--- config.mk ---
export PLATFORM = sky130hd
export DESIGN_NAME = ordena_n_seq
export DESIGN_NICKNAME = d
export VERILOG_FILES = /design/src/rtl/ordena_pkg.sv /design/src/rtl/ordena_cas.sv /design/src/rtl/ordena_n_seq.sv
export SDC_FILE = /design/constraint.sdc
export NUM_CORES = 1
export LEC_CHECK = 0
export ABC_AREA = 1
export CAP_MARGIN = 20
export CORE_UTILIZATION = 35
export CTS_CLUSTER_DIAMETER = 60
export DETAILED_ROUTE_END_ITERATION = 10
export MAX_ROUTING_LAYER = met4
export PLACE_DENSITY = 0.63
export SYNTH_ARGS = -nofsm -noshare
export SYNTH_HDL_FRONTEND = slang
export SYNTH_HIERARCHICAL = 1
export SYNTH_SLANG_ARGS = --single-unit
export TNS_END_PERCENT = 30
--- constraint.sdc ---
create_clock -name clk -period 3.4 [get_ports clk]
set_input_delay 0.68 -clock clk [delete_from_list [all_inputs] [get_ports clk]]
set_output_delay 0.68 -clock clk [all_outputs]
set_load 0.005 [all_outputs]
--- src/rtl/ordena_pkg.sv ---
// Shared types and helpers for the sequential odd-even transposition sorter.
package ordena_pkg;

    typedef enum logic [1:0] {
        IDLE = 2'd0,
        SORT = 2'd1,
        DONE = 2'd2
    } state_t;

    // Pass counter must hold 0..n-1 and is never narrower than one bit.
    function automatic int cnt_width(input int n);
        return (n > 2) ? $clog2(n) : 1;
    endfunction

endpackage

--- src/rtl/ordena_cas.sv ---
// Combinational compare-swap cell: a is the lower-index element, b the higher one.
module ordena_cas #(
    parameter int W = 8
) (
    input  logic [W-1:0] a,
    input  logic [W-1:0] b,
    input  logic         dir,
    output logic [W-1:0] lo_out,
    output logic [W-1:0] hi_out,
    output logic         swapped
);

    // dir = 0 keeps the smaller value low; ties never swap in either direction.
    assign swapped = dir ? (a < b) : (a > b);
    assign lo_out  = swapped ? b : a;
    assign hi_out  = swapped ? a : b;

endmodule

--- src/rtl/ordena_n_seq.sv ---
// N-element W-bit sorter: one odd-even transposition pass per clock, valid/ready on both sides,
// with a bypass mode that returns the accepted vector unchanged.
module ordena_n_seq
    import ordena_pkg::*;
#(
    parameter int N = 8,
    parameter int W = 8
) (
    input  logic           clk,
    input  logic           rst_n,
    input  logic           in_valid,
    output logic           in_ready,
    input  logic           ena,
    input  logic           cresc_ou_decres,
    input  logic [N*W-1:0] in_data,
    output logic           out_valid,
    input  logic           out_ready,
    output logic [N*W-1:0] out_data
);

    localparam int CW = cnt_width(N);

    state_t        state;
    logic [CW-1:0] cnt;
    logic          ena_q;
    logic          dir_q;
    logic [W-1:0]  elem     [N];
    logic [W-1:0]  elem_nxt [N];
    logic [W-1:0]  lo       [N-1];
    logic [W-1:0]  hi       [N-1];
    logic [N-2:0]  swapped;

    for (genvar k = 0; k < N - 1; k++) begin : g_cas
        ordena_cas #(.W(W)) u_cas (
            .a       (elem[k]),
            .b       (elem[k+1]),
            .dir     (dir_q),
            .lo_out  (lo[k]),
            .hi_out  (hi[k]),
            .swapped (swapped[k])
        );
    end

    // Even passes write back cells (0,1),(2,3)..., odd passes (1,2),(3,4)...; active cells are disjoint.
    always_comb begin
        // NOTE: default every always_comb output first so no path leaves it unassigned (no latch).
        elem_nxt = elem;
        for (int i = 0; i < N - 1; i++) begin
            if ((i % 2 == int'(cnt[0])) && swapped[i]) begin
                elem_nxt[i]   = lo[i];
                elem_nxt[i+1] = hi[i];
            end
        end
    end

    always_comb begin
        out_data = '0;
        for (int i = 0; i < N; i++) out_data[i*W +: W] = elem[i];
    end

    assign in_ready  = (state == IDLE);
    assign out_valid = (state == DONE);

    always_ff @(posedge clk or negedge rst_n) begin
        if (!rst_n) begin
            // NOTE: sequential state uses <= so every flop samples pre-edge values.
            state <= IDLE;
            cnt   <= '0;
            ena_q <= 1'b0;
            dir_q <= 1'b0;
            // NOTE: the element array is real flops feeding out_data, so it must be reset, not left as RAM.
            for (int i = 0; i < N; i++) elem[i] <= '0;
        end else begin
            case (state)
                IDLE: begin
                    if (in_valid) begin
                        for (int i = 0; i < N; i++) elem[i] <= in_data[i*W +: W];
                        ena_q <= ena;
                        dir_q <= cresc_ou_decres;
                        cnt   <= '0;
                        state <= ena ? SORT : DONE;
                    end
                end
                SORT: begin
                    if (ena_q) elem <= elem_nxt;
                    if (cnt == CW'(N - 1)) state <= DONE;
                    else                   cnt   <= cnt + CW'(1);
                end
                DONE: begin
                    if (out_ready) state <= IDLE;
                end
                default: state <= IDLE;
            endcase
        end
    end

endmodule
**Word level (Yosys, flattened, before mapping)**

Cells that the tools add are included.

- Bits in registers: 71
- Input port bits: 70
- Output and inout port bits: 66
- Word-level logic and storage cells: 117

- Add/subtract/negate cells: 1
- Magnitude comparators: 14
- Eq/ne operators: 30
- Muxes and demuxes: 39
- Bitwise logic cells: 1
- Reductions and logical operators: 20

Operators by type and width:

| kind | number |
|---|---|
| 2-to-1 mux 64 bit | 2 |
| case mux 64 bit (2 select lines) | 1 |
| 2-to-1 mux 16 bit | 7 |
| 2-to-1 mux 8 bit | 14 |
| > comparator 8 bit | 7 |
| < comparator 8 bit | 7 |
| != test 3 x 2 -> 1 bit (second input constant) | 12 |
| AND reduction 6 bit | 6 |
| != test 3 bit (second input constant) | 6 |
| != test 2 bit (second input constant) | 6 |
| AND reduction 5 bit | 2 |
| 2-to-1 mux 2 bit | 4 |
| logical AND 1 bit | 7 |
| 2-to-1 mux 1 bit | 7 |
| 2-to-1 mux 3 bit | 2 |
| != test 2 x 1 -> 1 bit (second input constant) | 3 |
| case mux 2 bit (3 select lines) | 1 |
| case mux 3 bit (2 select lines) | 1 |
| AND reduction 3 bit | 2 |
| adder 3 x 1 -> 3 bit (second input constant) | 1 |
| == test 3 bit (second input constant) | 1 |
| == test 2 x 1 -> 1 bit (second input constant) | 1 |
| == test 2 bit (second input constant) | 1 |
| zero test 2 bit | 1 |
| other kinds (3) | 3 |

**Longest topological paths before layout**

Gate-level depths: netlist (run 1).

- Depth after elaboration: 12
- Depth in mapped cells: 20
- Gate-level depth less buffers: 19

**By module**

Netlist (run 1), hierarchy kept.

By module, submodules not included:

| module | instances | cells an instance | area an instance (um^2) | sequential area each (um^2) |
|---|---|---|---|---|
| ordena_n_seq | 1 | 728 | 4456.8 | 1776.7 |
| ordena_cas | 7 | 91 | 551.8 | 0.0 |

**Worst setup path before layout (run 1)**

Ideal clock, no wire load.

- Kind: register to register
- From: reg elem (netlist bit out_data[21])
- To: reg elem (netlist bit out_data[13])
- Setup time: 0.065 ns
- Arrival: 2.463 ns
- Required time: 3.335 ns
- Slack: 0.873 ns
- Cell stages (with the launch flop): 17
- Path buffers: 3
- Period minus slack after synthesis: 2.527 ns
- Path through: dfrtp_1 inv_1 ha_1 a21oi_1 nor2_2 nor2_4 nand2_2 nand2_4 nand2_4 buf_12 buf_2 nand2_1 clkbuf_1 nand3_1 nand2_1 nand2_1 nand2_1

- Longest elaborated chain between the ends: 6

RTL lines:

| item | line | text |
|---|---|---|
| start, declared | ordena_n_seq.sv:27 | `logic [W-1:0] elem [N];` |
| start signal, assigned | ordena_n_seq.sv:85 | `if (ena_q) elem <= elem_nxt;` |
| > comparator 8 bit / < comparator 8 bit (equally long branches) | ordena_cas.sv:14 | `assign swapped = dir ? (a < b) : (a > b);` |
| 2-to-1 mux 1 bit * | ordena_cas.sv:14 |  |
| named net swapped[1] | ordena_n_seq.sv:31 | `logic [N-2:0] swapped;` |
| logical AND 1 bit | ordena_n_seq.sv:49 | `if ((i % 2 == int'(cnt[0])) && swapped[i]) begin` |
| 2-to-1 mux 16 bit | ordena_n_seq.sv:49 |  |
| 2-to-1 mux 64 bit | ordena_n_seq.sv:85 |  |
| case mux 64 bit (2 select lines) | ordena_n_seq.sv:74 | `case (state)` |

Mark *: on every way through the listed nets, which the timed path passes. The rest lies on a longest branch. The select of a mux whose other input is x is not followed.
A chain may end at the register's enable or synchronous reset.

**Final worst setup path (run 1)**

- From: reg elem (netlist bit out_data[51])
- To: reg elem (netlist bit out_data[54])

The elaborated chain is that of the path after synthesis.

==> results.cfg, run 1 <==
[worst_setup_path]
regToRegSetupSlack_ns = 0.48
cp_slowest_cell = dfrtp_1
crit_path_end_kind = flop
worstRegToRegCells = 15
cpLargestDelayFamily = simple AND/OR/NAND/NOR gates
cp_max_fo = 26
required_ns = 3.64
worstPathArrival_ns = 3.16
crit_chain = ha_1 -> nand2_1 -> inv_1 -> nand2_1 -> nand2_1 -> nand2_2 -> nand3_4 -> nand2_4 -> inv_1 -> nor2_2 -> nor2_1 -> nand2_1 -> nand2_1 -> nand2_1 -> nand2_1
critPathKind = reg2reg
r2r_end = out_data[54]$_DFFE_PN0P_
crit_top_cell = nand2_1
reg2reg_from = out_data[51]$_DFFE_PN0P_
cp_num_buf_inv = 2
cpPeakStageDelay_ns = 0.58
startpoint_type = flop

[yosys]
synth_compound_area_share_pct = 2.41
syn_inst = 1365
synth_seq_cells = 71
synth_area_leader_cell = nand2_1
synth_top_family_by_area = simple AND/OR/NAND/NOR gates
ys_seq_area_share_pct = 21.4
yosys_warnings = 6
netlist.area_leader.share_pct = 27.4
syn-cell-area_um2 = 8320
ys_types = 24
synth_adder_area_share_pct = 8.72
muxShareOfSynthArea_pct = 0
synthXorXnorAreaFrac_pct = 0
synth.area.top_cells = nand2_1, dfrtp_1, nand3_1
synth-simple-area-share_pct = 58.1
synth_nets = 1493
synth_area_per_cell_um2 = 6.09

[clock_tree]
hold_buffers = 0
cts.clk_slew.worst_paths_ns = 0.06
cts.path.max_buffers = 2
cts_buffers = 9
cts_resized = 0
clkSinkCount = 71
insertion_delay_ns = 0.35
h-tree-depth = 3
cts_tree = yes
post_cts_buffers = 0
root_buffer = clkbuf_16

[die]
fp.dieW_um = 156
die_h_um = 156
start_util_pct = 35.5
io_pins = 136
core_um2 = 23400
die_area_um2 = 24400
placementRows = 56

[sta]
max_slew.worst_pin.slew_ns = 0.997
hold_violations = 0
period_minus_slack_ns = 2.92
final_max_slew_viol_count = 0
clock_skew_ns = 0.00764
setup_tns_ns = 0
finalSetupViolations = 0
timing.max_slew.rel_slack_pct = 33.5
clock.fmax_ghz = 0.343
fin_crit_sh_pct = 85.8
rsz0062_at_grt = false

[layout]
syn2layout_area_growth_pct = 21.4
nets = 1602
final_cell_mix = nand2_1, nand3_1, nand2_2
final_layout_size_suffix_gt1_share_pct = 15.3
antenna_cells = 0
layout_commonest_cell = nand2_1

[grt]
gr-usage-met1_pct = 29.9
antenna_found_initial = 0
grt_pass1_wl_um = 42800
grt_max_degree = 73
top_usage_layer = met2
track_usage_pct = 23.0
globalRouteMet2Util_pct = 36.8
grt_pass1_vias = 8232
grtUsageMet3_pct = 2.03
overflow = 0

[run]
drv_cap = 0

[min_path]
hold_class = in2async

[place]
dp_hpwl_um = 18600
gp_congestion = 0.875
port_buffers = 135

[drt]
num_vias = 8815
routed_wirelength_um = 26200
first_iter_violations = 552
firstDrtPassIters = 6
wl_per_cell_um = 14.6
drc_errors = 0
ant_nets = 0
routed_via_density = 4.90

[run_status]
status = complete, no violations
per-stage QoR:
| step | utilization [%] | worst slack [ns] | hold slack (ns) | cell area [um^2] | cells |
|---|---|---|---|---|---|
| final | 43.2 | 0.483 | 0.485 | 10100 | 1798 |
| after floorplan | - | 0.873 | 0.384 | 8320 | 1365 |
| after detailed placement | 42.0 | 0.520 | 0.473 | 9830 | 1782 |
| after CTS | 43.2 | 0.500 | 0.488 | 10100 | 1798 |
| after global placement | 42.0 | 0.565 | 0.458 | 9830 | 1782 |
| after global routing | 43.2 | 0.115 | 0.536 | 10100 | 1798 |
worst max-delay path by stage:
| stage | startpoint | to | depth (start not counted) |
|---|---|---|---|
| after global routing | out_data[51]$_DFFE_PN0P_ | out_data[54]$_DFFE_PN0P_ | 15 |
| after global placement | out_data[23]$_DFFE_PN0P_ | out_data[20]$_DFFE_PN0P_ | 12 |
| after detailed placement | out_data[51]$_DFFE_PN0P_ | out_data[51]$_DFFE_PN0P_ | 15 |
| after floorplan | out_data[21]$_DFFE_PN0P_ | out_data[13]$_DFFE_PN0P_ | 16 |
| after CTS | out_data[23]$_DFFE_PN0P_ | out_data[21]$_DFFE_PN0P_ | 12 |
| final | out_data[51]$_DFFE_PN0P_ | out_data[54]$_DFFE_PN0P_ | 15 |
final cells by class:
| cell class | count | area, um^2 |
|---|---|---|
| fill | 2570 | 13300 |
| multi-input combinational | 1133 | 5770 |
| sequential | 71 | 1780 |
| timing repair buffer | 154 | 1490 |
| tap | 319 | 399 |
| inverter | 105 | 394 |
| clock buffer | 9 | 225 |
| clock inverter | 7 | 48.8 |
cells in the mapped netlist, drive strengths merged:
library cell and count:
nand3 228, dfrtp 71, nor2 48, buf 43, o21a 1, a21oi 21, ha 58, nand2 764
a21o 7, o22ai 1, clkinv 1, clkbuf 13, o21ai 5, inv 104
registers in the layout, summed over array words and instances (netlist names):
name,flops
cnt,3
dir_q,1
ena_q,1
out_data,64
state,2
cells by family (layout without fill, tap and decap cells):
logic type / after synthesis / after routing
AOI/OAI and AO/OA: 35 / 35
adders and majority gates: 58 / 58
buffers and inverters: 161 / 275
DFF: 71 / 71
and+or+nand+nor: 1040 / 1040
metal layers:
layer	part of all wire (%)	routed length [um]	up-vias
li1	-	-	4517
met1	47	12400	4028
met2	47	12200	228
met3	3.7	979	42
met4	2.6	678	0
met5	0	0	-
Power of run 1 is left out: the tool's default activity adds up to more than one toggle a clock period on the data nets, which glitch-free logic cannot reach.
==> inputs of run 2 (changes only) <==
--- a/config.mk
+++ b/config.mk
@@ -11,9 +11,8 @@
 export CTS_CLUSTER_DIAMETER = 60
 export DETAILED_ROUTE_END_ITERATION = 10
 export MAX_ROUTING_LAYER = met4
-export PLACE_DENSITY = 0.63
+export PLACE_DENSITY = 0.66
 export SYNTH_ARGS = -nofsm -noshare
 export SYNTH_HDL_FRONTEND = slang
-export SYNTH_HIERARCHICAL = 1
 export SYNTH_SLANG_ARGS = --single-unit
 export TNS_END_PERCENT = 30
==> results.cfg, run 2 <==
[place]
dp_hpwl_um = 14200
dp_cells = 1227
port_buffers = 135
placed_area_um2 = 7590
gp_congestion = 0.904

[worst_setup_path]
cp_slowest_cell = nand3_1
worstPathArrival_ns = 3.01
reg2reg_from = out_data[21]$_DFFE_PN0P_
worstSetupStartpoint = out_data[21]$_DFFE_PN0P_
crit_top_cell = nand2_1
regToRegSetupSlack_ns = 0.63
crit_path_end_kind = flop
critPathKind = reg2reg
cp_num_buf_inv = 1
cpPeakStageDelay_ns = 0.54
worstRegToRegCells = 12
cpLargestDelayFamily = simple AND/OR/NAND/NOR gates
crit_chain = inv_1 -> ha_1 -> a21oi_1 -> nor2_1 -> nor2_1 -> nand3_1 -> nand3_1 -> nand2_1 -> nand3_1 -> nand2_1 -> nand2_1 -> nand2_1
required_ns = 3.63
startpoint_type = flop
r2r_end = out_data[12]$_DFFE_PN0P_
cp_max_fo = 17
crit_path_end = out_data[12]$_DFFE_PN0P_
crit_cells = 12

[clock_tree]
h-tree-depth = 3
post_cts_buffers = 0
cts_tree = yes
cts.path.max_buffers = 2
hold_buffers = 0
root_buffer = clkbuf_16
cts_buffers = 9
clkSinkCount = 71
cts_resized = 0
cts.clk_slew.worst_paths_ns = 0.05
insertion_delay_ns = 0.34

[grt]
grt_pass1_vias = 5899
overflow = 0
grt_max_degree = 61
antenna_found_initial = 0
track_usage_pct = 22.9
grt_pass1_wl_um = 31200

[yosys]
syn-cell-area_um2 = 6060
synth_edf_count = 0
syn_inst = 901
yosys_warnings = 0
ys_types = 28
synth_nets = 1029
synth_ff_type = dfrtp_1
synth-simple-area-share_pct = 45.9
synthTopCellsByCount = nand2_1, nand3_1, inv_1, nand4_1, dfrtp_1
netlist.area_leader.share_pct = 29.3
synth_top_family_by_area = simple AND/OR/NAND/NOR gates
ys_seq_area_share_pct = 29.3
synth.area.top_cells = dfrtp_1, nand2_1, ha_1
synth_adder_area_share_pct = 12.0
yosysMostFrequentCell = nand2_1
muxShareOfSynthArea_pct = 0
synth_seq_cells = 71
synth_area_leader_cell = dfrtp_1
synthXorXnorAreaFrac_pct = 0
synth_area_per_cell_um2 = 6.73
async_flop_share_pct = 100
synth_compound_area_share_pct = 3.96

[sta]
whs_ns = 0.412
max_slew.worst_pin.slew_ns = 0.772
setup_tns_ns = 0
clock_skew_ns = 0.00483
final_max_slew_viol_count = 0
finalSetupViolations = 0
rsz0062_at_grt = false
hold_violations = 0
clock.fmax_ghz = 0.361
fin_crit_sh_pct = 81.6
timing.max_slew.rel_slack_pct = 48.5
period_minus_slack_ns = 2.77

[drt]
num_vias = 6404
first_iter_violations = 553
wl_per_cell_um = 15.6
ant_nets = 0
routed_via_density = 5.16
routed_wirelength_um = 19400
firstDrtPassIters = 9
drc_errors = 0

[layout]
final_layout_size_suffix_gt1_share_pct = 7.25
antenna_cells = 0
largest_reg_flops = 64
fin_cells = 1241
layout_commonest_cell = nand2_1
stdcell_area_um2 = 7860
nets = 1146
syn2layout_area_growth_pct = 29.6
final_cell_mix = nand2_1, clkdlybuf4s50_1, nand3_1

[die]
die_h_um = 134
io_pins = 136
core_um2 = 16800
fp.dieW_um = 134
placementRows = 47
die_area_um2 = 17800
start_util_pct = 36.2

[run_status]
status = complete, no violations

[pwr]
p_comb_share_pct = 66.1
intPower_uw = 4010
peakVddDrop_v = 0.000471
power_frac_clock_pct = 10.5
p_leak_uw = 0.00395
p_sw_share_pct = 52.5
p_per_area_nw_per_um2 = 1070
seqPwrFrac_pct = 23.4
switching_power_uw = 4430

[run]
drv_cap = 0

[min_path]
hold_class = in2async
-- run 2: worst min path at each step --
stage | start | end | slack [ns] | depth (start not counted)
2_1_floorplan | rst_n | cnt[0]$_DFFE_PN0P_ | 0.38 | 0
3_3_place_gp | cnt[2]$_DFFE_PN0P_ | cnt[2]$_DFFE_PN0P_ | 0.48 | 2
3_5_place_dp | cnt[2]$_DFFE_PN0P_ | cnt[2]$_DFFE_PN0P_ | 0.50 | 2
4_1_cts | rst_n | out_data[3]$_DFFE_PN0P_ | 0.43 | 1
5_1_grt | rst_n | out_data[3]$_DFFE_PN0P_ | 0.46 | 1
6_report | rst_n | out_data[3]$_DFFE_PN0P_ | 0.41 | 1
-- run 2: worst reg2reg max path, cell delays in order (launching register included) --
cell and delay [ns]:
dfrtp_1 0.48, inv_1 0.11, ha_1 0.30, a21oi_1 0.13, nor2_1 0.05, nor2_1 0.19
nand3_1 0.54, nand3_1 0.50, nand2_1 0.10, nand3_1 0.11, nand2_1 0.06, nand2_1 0.06
nand2_1 0.05
-- run 2: power by group through the flow --
stage	logic (uW)	clock network (uW)	registers, uW
after CTS	5580	900	1970
after detailed placement	5550	0	1980
after global placement	5470	0	1990
after floorplan	3830	0	1730
final	5580	886	1980
after global routing	6370	937	2040
-- run 2: cells by family (layout without fill, tap and decap cells) --
kind of cell,Yosys count,after routing
AND/OR/NAND/NOR,594,594
buffers and inverters,137,257
flip-flops,71,71
adder cells (fa/ha/maj),58,58
AO/OA/AOI/OAI,41,41
-- run 2: area by class of cell --
| type | instances | area [um^2] |
|---|---|---|
| Inverter | 101 | 379 |
| Clock buffer | 13 | 260 |
| Sequential cell | 71 | 1780 |
| Tap cell | 220 | 275 |
| Timing Repair Buffer | 142 | 1410 |
| Fill cell | 1750 | 8900 |
| Clock inverter | 1 | 5.00 |
| Multi-Input combinational cell | 693 | 3750 |
-- run 2: layer usage --
layer | track usage [%] | share of wire, % | up-vias
li1 | - | - | 3243
met1 | 32.2 | 49 | 2942
met2 | 34.3 | 45 | 196
met3 | 2.82 | 5.1 | 23
met4 | 7.01 | 1.6 | 0
met5 | - | 0 | -
-- run 2: metrics by stage --
step | worst slack, ns | util (%) | total power, uW
final | 0.627 | 46.9 | 8440
after floorplan | 1.41 | - | 5560
after detailed placement | 0.695 | 45.3 | 7530
after global routing | 0.316 | 46.9 | 9350
after global placement | 0.739 | 45.3 | 7460
after CTS | 0.680 | 46.9 | 8460
Note: power is estimated with default switching activity, not from simulation.
==> inputs of run 3 (changes only) <==
==> constraint.sdc (replaced) <==
create_clock -name clk -period 2.6 [get_ports clk]
set_input_delay 0.52 -clock clk [delete_from_list [all_inputs] [get_ports clk]]
set_output_delay 0.52 -clock clk [all_outputs]
set_load 0.005 [all_outputs]
==> results.cfg, run 3 (synthesized netlist as in run 2, its figures left out) <==
[clock_tree]
cts_buffers = 9
cts_resized = 0
cts.path.max_buffers = 2
hold_buffers = 0
cts.clk_slew.worst_paths_ns = 0.06
cts_tree = yes
clkSinkCount = 71
root_buffer = clkbuf_16
post_cts_buffers = 0
insertion_delay_ns = 0.34
h-tree-depth = 3

[sta]
setup_tns_ns = 0
finalSetupViolations = 0
final_max_slew_viol_count = 0
timing.max_slew.rel_slack_pct = 54.0
rsz0062_at_grt = false
max_slew.worst_pin.slew_ns = 0.687
hold_violations = 0
clock.fmax_ghz = 0.425
fin_crit_sh_pct = 90.5
clock_skew_ns = 0.00714
period_minus_slack_ns = 2.35

[layout]
final_layout_size_suffix_gt1_share_pct = 8.96
antenna_cells = 0
layout_commonest_cell = nand2_1
stdcell_area_um2 = 7960
final_cell_mix = nand2_1, clkdlybuf4s50_1, nand3_1
largest_reg_flops = 64
nets = 1162
syn2layout_area_growth_pct = 31.4

[run_status]
status = complete, no violations

[grt]
grt_pass1_vias = 6220
track_usage_pct = 23.2
antenna_found_initial = 0
overflow = 0
grt_max_degree = 55
grt_pass1_wl_um = 31800

[worst_setup_path]
startpoint_type = flop
crit_path_end_kind = flop
crit_top_cell = nand2_1
cp_slowest_cell = dfrtp_1
crit_chain = inv_1 -> ha_1 -> inv_1 -> nor2_1 -> o21ai_0 -> nand2_1 -> nand2_1 -> nand2_1 -> nand2_1 -> nand3_1 -> nand2_1 -> nand2_1 -> nand2_1 -> nand2_1
worstPathArrival_ns = 2.59
cpPeakStageDelay_ns = 0.43
critPathKind = reg2reg
cp_max_fo = 9
required_ns = 2.84

[drt]
routed_wirelength_um = 19700
firstDrtPassIters = 5
routed_via_density = 5.23
first_iter_violations = 577
drc_errors = 0
ant_nets = 0
wl_per_cell_um = 15.7
num_vias = 6580

[die]
io_pins = 136
core_um2 = 16800
start_util_pct = 36.2
die_h_um = 134
placementRows = 47
fp.dieW_um = 134
die_area_um2 = 17800

[place]
port_buffers = 135
dp_hpwl_um = 14600
placed_area_um2 = 7700
gp_congestion = 0.908

[run]
drv_cap = 0

[min_path]
hold_class = in2async

[pwr]
peakVddDrop_v = 0.000596
p_per_area_nw_per_um2 = 1420
p_leak_uw = 0.00401
## run 3: layout make-up
cell class,count,area [um^2]
clock inverter,4,22.5
clock buffer,11,243
inverter,101,379
fill,1740,8800
timing repair buffer,158,1520
sequential,71,1780
multi-input combinational,693,3750
tap,220,275
## run 3: layer usage
| layer | global-route usage, % | routed length (um) | up-vias |
|---|---|---|---|
| li1 | - | - | 3273 |
| met3 | 3.16 | 1070 | 23 |
| met5 | - | 0 | - |
| met4 | 6.88 | 329 | 0 |
| met1 | 31.6 | 9420 | 3080 |
| met2 | 35.6 | 8910 | 204 |
## run 3: report_power, final
part	internal, uW	total, uW	switching, uW
registers	1660	2590	931
logic	3110	7600	4490
clock network	662	1150	488
total	5430	11300	5910
## run 3: final timing paths
kind                                          from                  endpoint  slack [ns]  cells past startpoint
setup / recovery           out_data[9]$_DFFE_PN0P_   out_data[6]$_DFFE_PN0P_        0.25                     14
min in group clk                cnt[2]$_DFFE_PN0P_        cnt[2]$_DFFE_PN0P_        0.50                      2
hold / removal                               rst_n   out_data[0]$_DFFE_PN0P_        0.19                      2
max in group asynchronous                    rst_n  out_data[47]$_DFFE_PN0P_        1.93                      2
setup reg to reg           out_data[9]$_DFFE_PN0P_   out_data[6]$_DFFE_PN0P_        0.25                     14
hold reg to reg                 cnt[2]$_DFFE_PN0P_        cnt[2]$_DFFE_PN0P_        0.50                      2
## run 3: worst max-delay path, delay by kind of cell (launching register included)
family | cells | cell delay (ns)
buffers and inverters | 2 | 0.21
and+or+nand+nor | 10 | 1.13
adders and majority gates | 1 | 0.30
DFF | 1 | 0.43
AOI/OAI and AO/OA | 1 | 0.17
## run 3: through the flow
stage          setup WS [ns]  hold WS [ns]  instances  utilization (%)  total power [uW]
5_1_grt               0.0175         0.238       1258             47.5             12500
3_3_place_gp           0.238         0.483       1243             45.9             10000
3_5_place_dp           0.197         0.488       1243             45.9             10100
6_report               0.248         0.190       1258             47.5             11300
4_1_cts                0.176         0.207       1258             47.5             11300
2_1_floorplan          0.614         0.224        901                -              7280
==> RTL edit, RTL diff (config.mk and constraints of run 2) <==
Set the parameter `N` to 4 (it was 8).
--- a/src/rtl/ordena_n_seq.sv
+++ b/src/rtl/ordena_n_seq.sv
@@ -4,5 +4,5 @@
     import ordena_pkg::*;
 #(
-    parameter int N = 8,
+    parameter int N = 4,
     parameter int W = 8
 ) (
Ports: changed (resized in_data and out_data); port bits go from 136 to 72. No check against the original RTL was run, so the function may have changed too.
==> RTL edit against run 2 <==
Critical path type unchanged; largest power group unchanged; sequential cell count decreased by 33; area after synthesis shrank 51%; first-iteration DRC count shrank 71%; total power shrank 54%; wire length is 56% lower; sequential share of layout area rose by 2.2 points; worst setup slack better by 0.25 ns; design area decreased by 51%; cell count fell by 51%; highest routed layer unchanged.
==> RTL edit: results (changes against run 2) <==
grtUsageTotal_pct: 20.9  # -2.1 points
drtIter0Drc: 160  # -71%
yosys.area_share.adder_pct: 10.5  # -1.5 points
hpwl_um: 6340  # -56%
path_clk_slew_ns: 0.08  # +0.03 ns
r2r_slack_ns: 0.87  # +0.25 ns
drtPass1Iterations: 5  # -4
instances_no_fill: 609  # -51%
met1_usage_pct: 27.1  # -5.1 points
synth_top_cells_by_area: "dfrtp_1 32%, nand2_1 21%, ha_1 11%, nand3_1 8.4%, inv_1 5.9%"
yosysUniqueCellTypes: 28  # unchanged
cts_resized: 0  # unchanged
status: "completed"
routedLengthMet1_um: 3880  # -59%
wl_met3_um: 429  # -57%
peakVddDrop_mv: 0.435  # -7.5%
grt_max_degree: 41  # -33%
synth_edf_count: 0  # unchanged
clockBufferDepth: 2  # unchanged
gp_congestion: 0.872  # -3.6%
numPlacedInstances: 601  # -51%
hold_path.class: "reg -> reg"
p_leak_nw: 1.97  # -50%
portBuffers: 71  # -47%
synth-compound-area-share_pct: 6.60  # +2.6 points
grt_pass1_vias: 3018  # -49%
hold_start: "ena_q"
drive_gt1_share_pct: 5.36  # -1.9 points
wl_per_cell_um: 13.9  # -11%
cts_buffers: 5  # -4
gr-usage-met2_pct: 33.9  # -0.38 points
diodes: 0  # unchanged
yosysSeqAreaShare_pct: 32.0  # +2.6 points
largest_reg_flops: 32  # -50%
grtUsageMet3_pct: 2.59  # -0.23 points
worst_clock_skew_ns: 0.00606  # +0.00123 ns
cts-root-buf: "clkbuf_8"
clk_latency_ns: 0.29  # -0.05 ns
cts_max_level: 2  # -1
dr_wl_met2_um: 3990  # -54%
syn_nets: 500  # -51%
cp_max_fo: 18  # +1
slew_headroom_pct: 39.6  # -9.0 points
finalNetCount: 566  # -51%
avgSynthCellArea_um2: 6.81  # +1.2%
yosys-top-cells-count: "165 x nand2_1, 50 x nand3_1, 47 x inv_1"
arrival_ns: 2.71  # -0.30 ns
grt_pass1_wl_um: 14100  # -55%
viasPerCell: 4.99  # -3.3%
## RTL edit: cell count changes after synthesis, sizes merged, moves of 31 or more
cell / delta
nand4: -67
inv: -53
ha: -33
nand2: -124
or2: -31
nand3: -82
dfrtp: -33
## RTL edit: critical path: stages, from the launching register on
cell	delay (ns)
dfrtp_1	0.47
inv_1	0.10
ha_1	0.30
a21oi_1	0.13
nor2_1	0.06
nor2_1	0.17
nand3_2	0.37
nand3_1	0.43
nand2_1	0.11
nand3_1	0.09
nand2_1	0.07
nand2_1	0.06
nand2_1	0.06
## RTL edit: report_power, final
part | internal (mW) | total, mW | switching, mW
Combinational | 1.03 | 2.59 | 1.56
Sequential | 0.673 | 0.932 | 0.258
Clock | 0.164 | 0.337 | 0.173
## RTL edit: final timing paths
kind	to	depth (start not counted)
worst max-delay path	out_data[11]	12
worst min-delay path	ena_q	2
worst max register to register	out_data[11]	12
worst min register to register	ena_q	2
max in group asynchronous	out_data[27]	1
min in group asynchronous	out_data[0]	1
## RTL edit: cell type report
type / instances / area (um2)
Inverter: 48 / 180
Multi-Input combinational cell: 335 / 1750
Sequential cell: 38 / 951
Timing Repair Buffer: 75 / 736
Fill cell: 854 / 4380
Clock buffer: 7 / 86.3
Clock inverter: 1 / 5.00
Tap cell: 105 / 131
## RTL edit: logic make-up (layout without fill, tap and decap cells)
family,Yosys count,in the layout
AO/OA/AOI/OAI,34,34
adder cells (fa/ha/maj),25,25
buffers and inverters,64,131
flip-flops,38,38
AND/OR/NAND/NOR,276,276
## RTL edit: per-stage QoR
step           hold slack (ns)  area [um2]  worst slack, ns
6_report                 0.493        3830            0.874
5_1_grt                  0.536        3830            0.603
4_1_cts                  0.494        3830            0.889
3_5_place_dp             0.474        3740            0.765
3_3_place_gp             0.473        3740            0.867
2_1_floorplan            0.384        2980             1.48
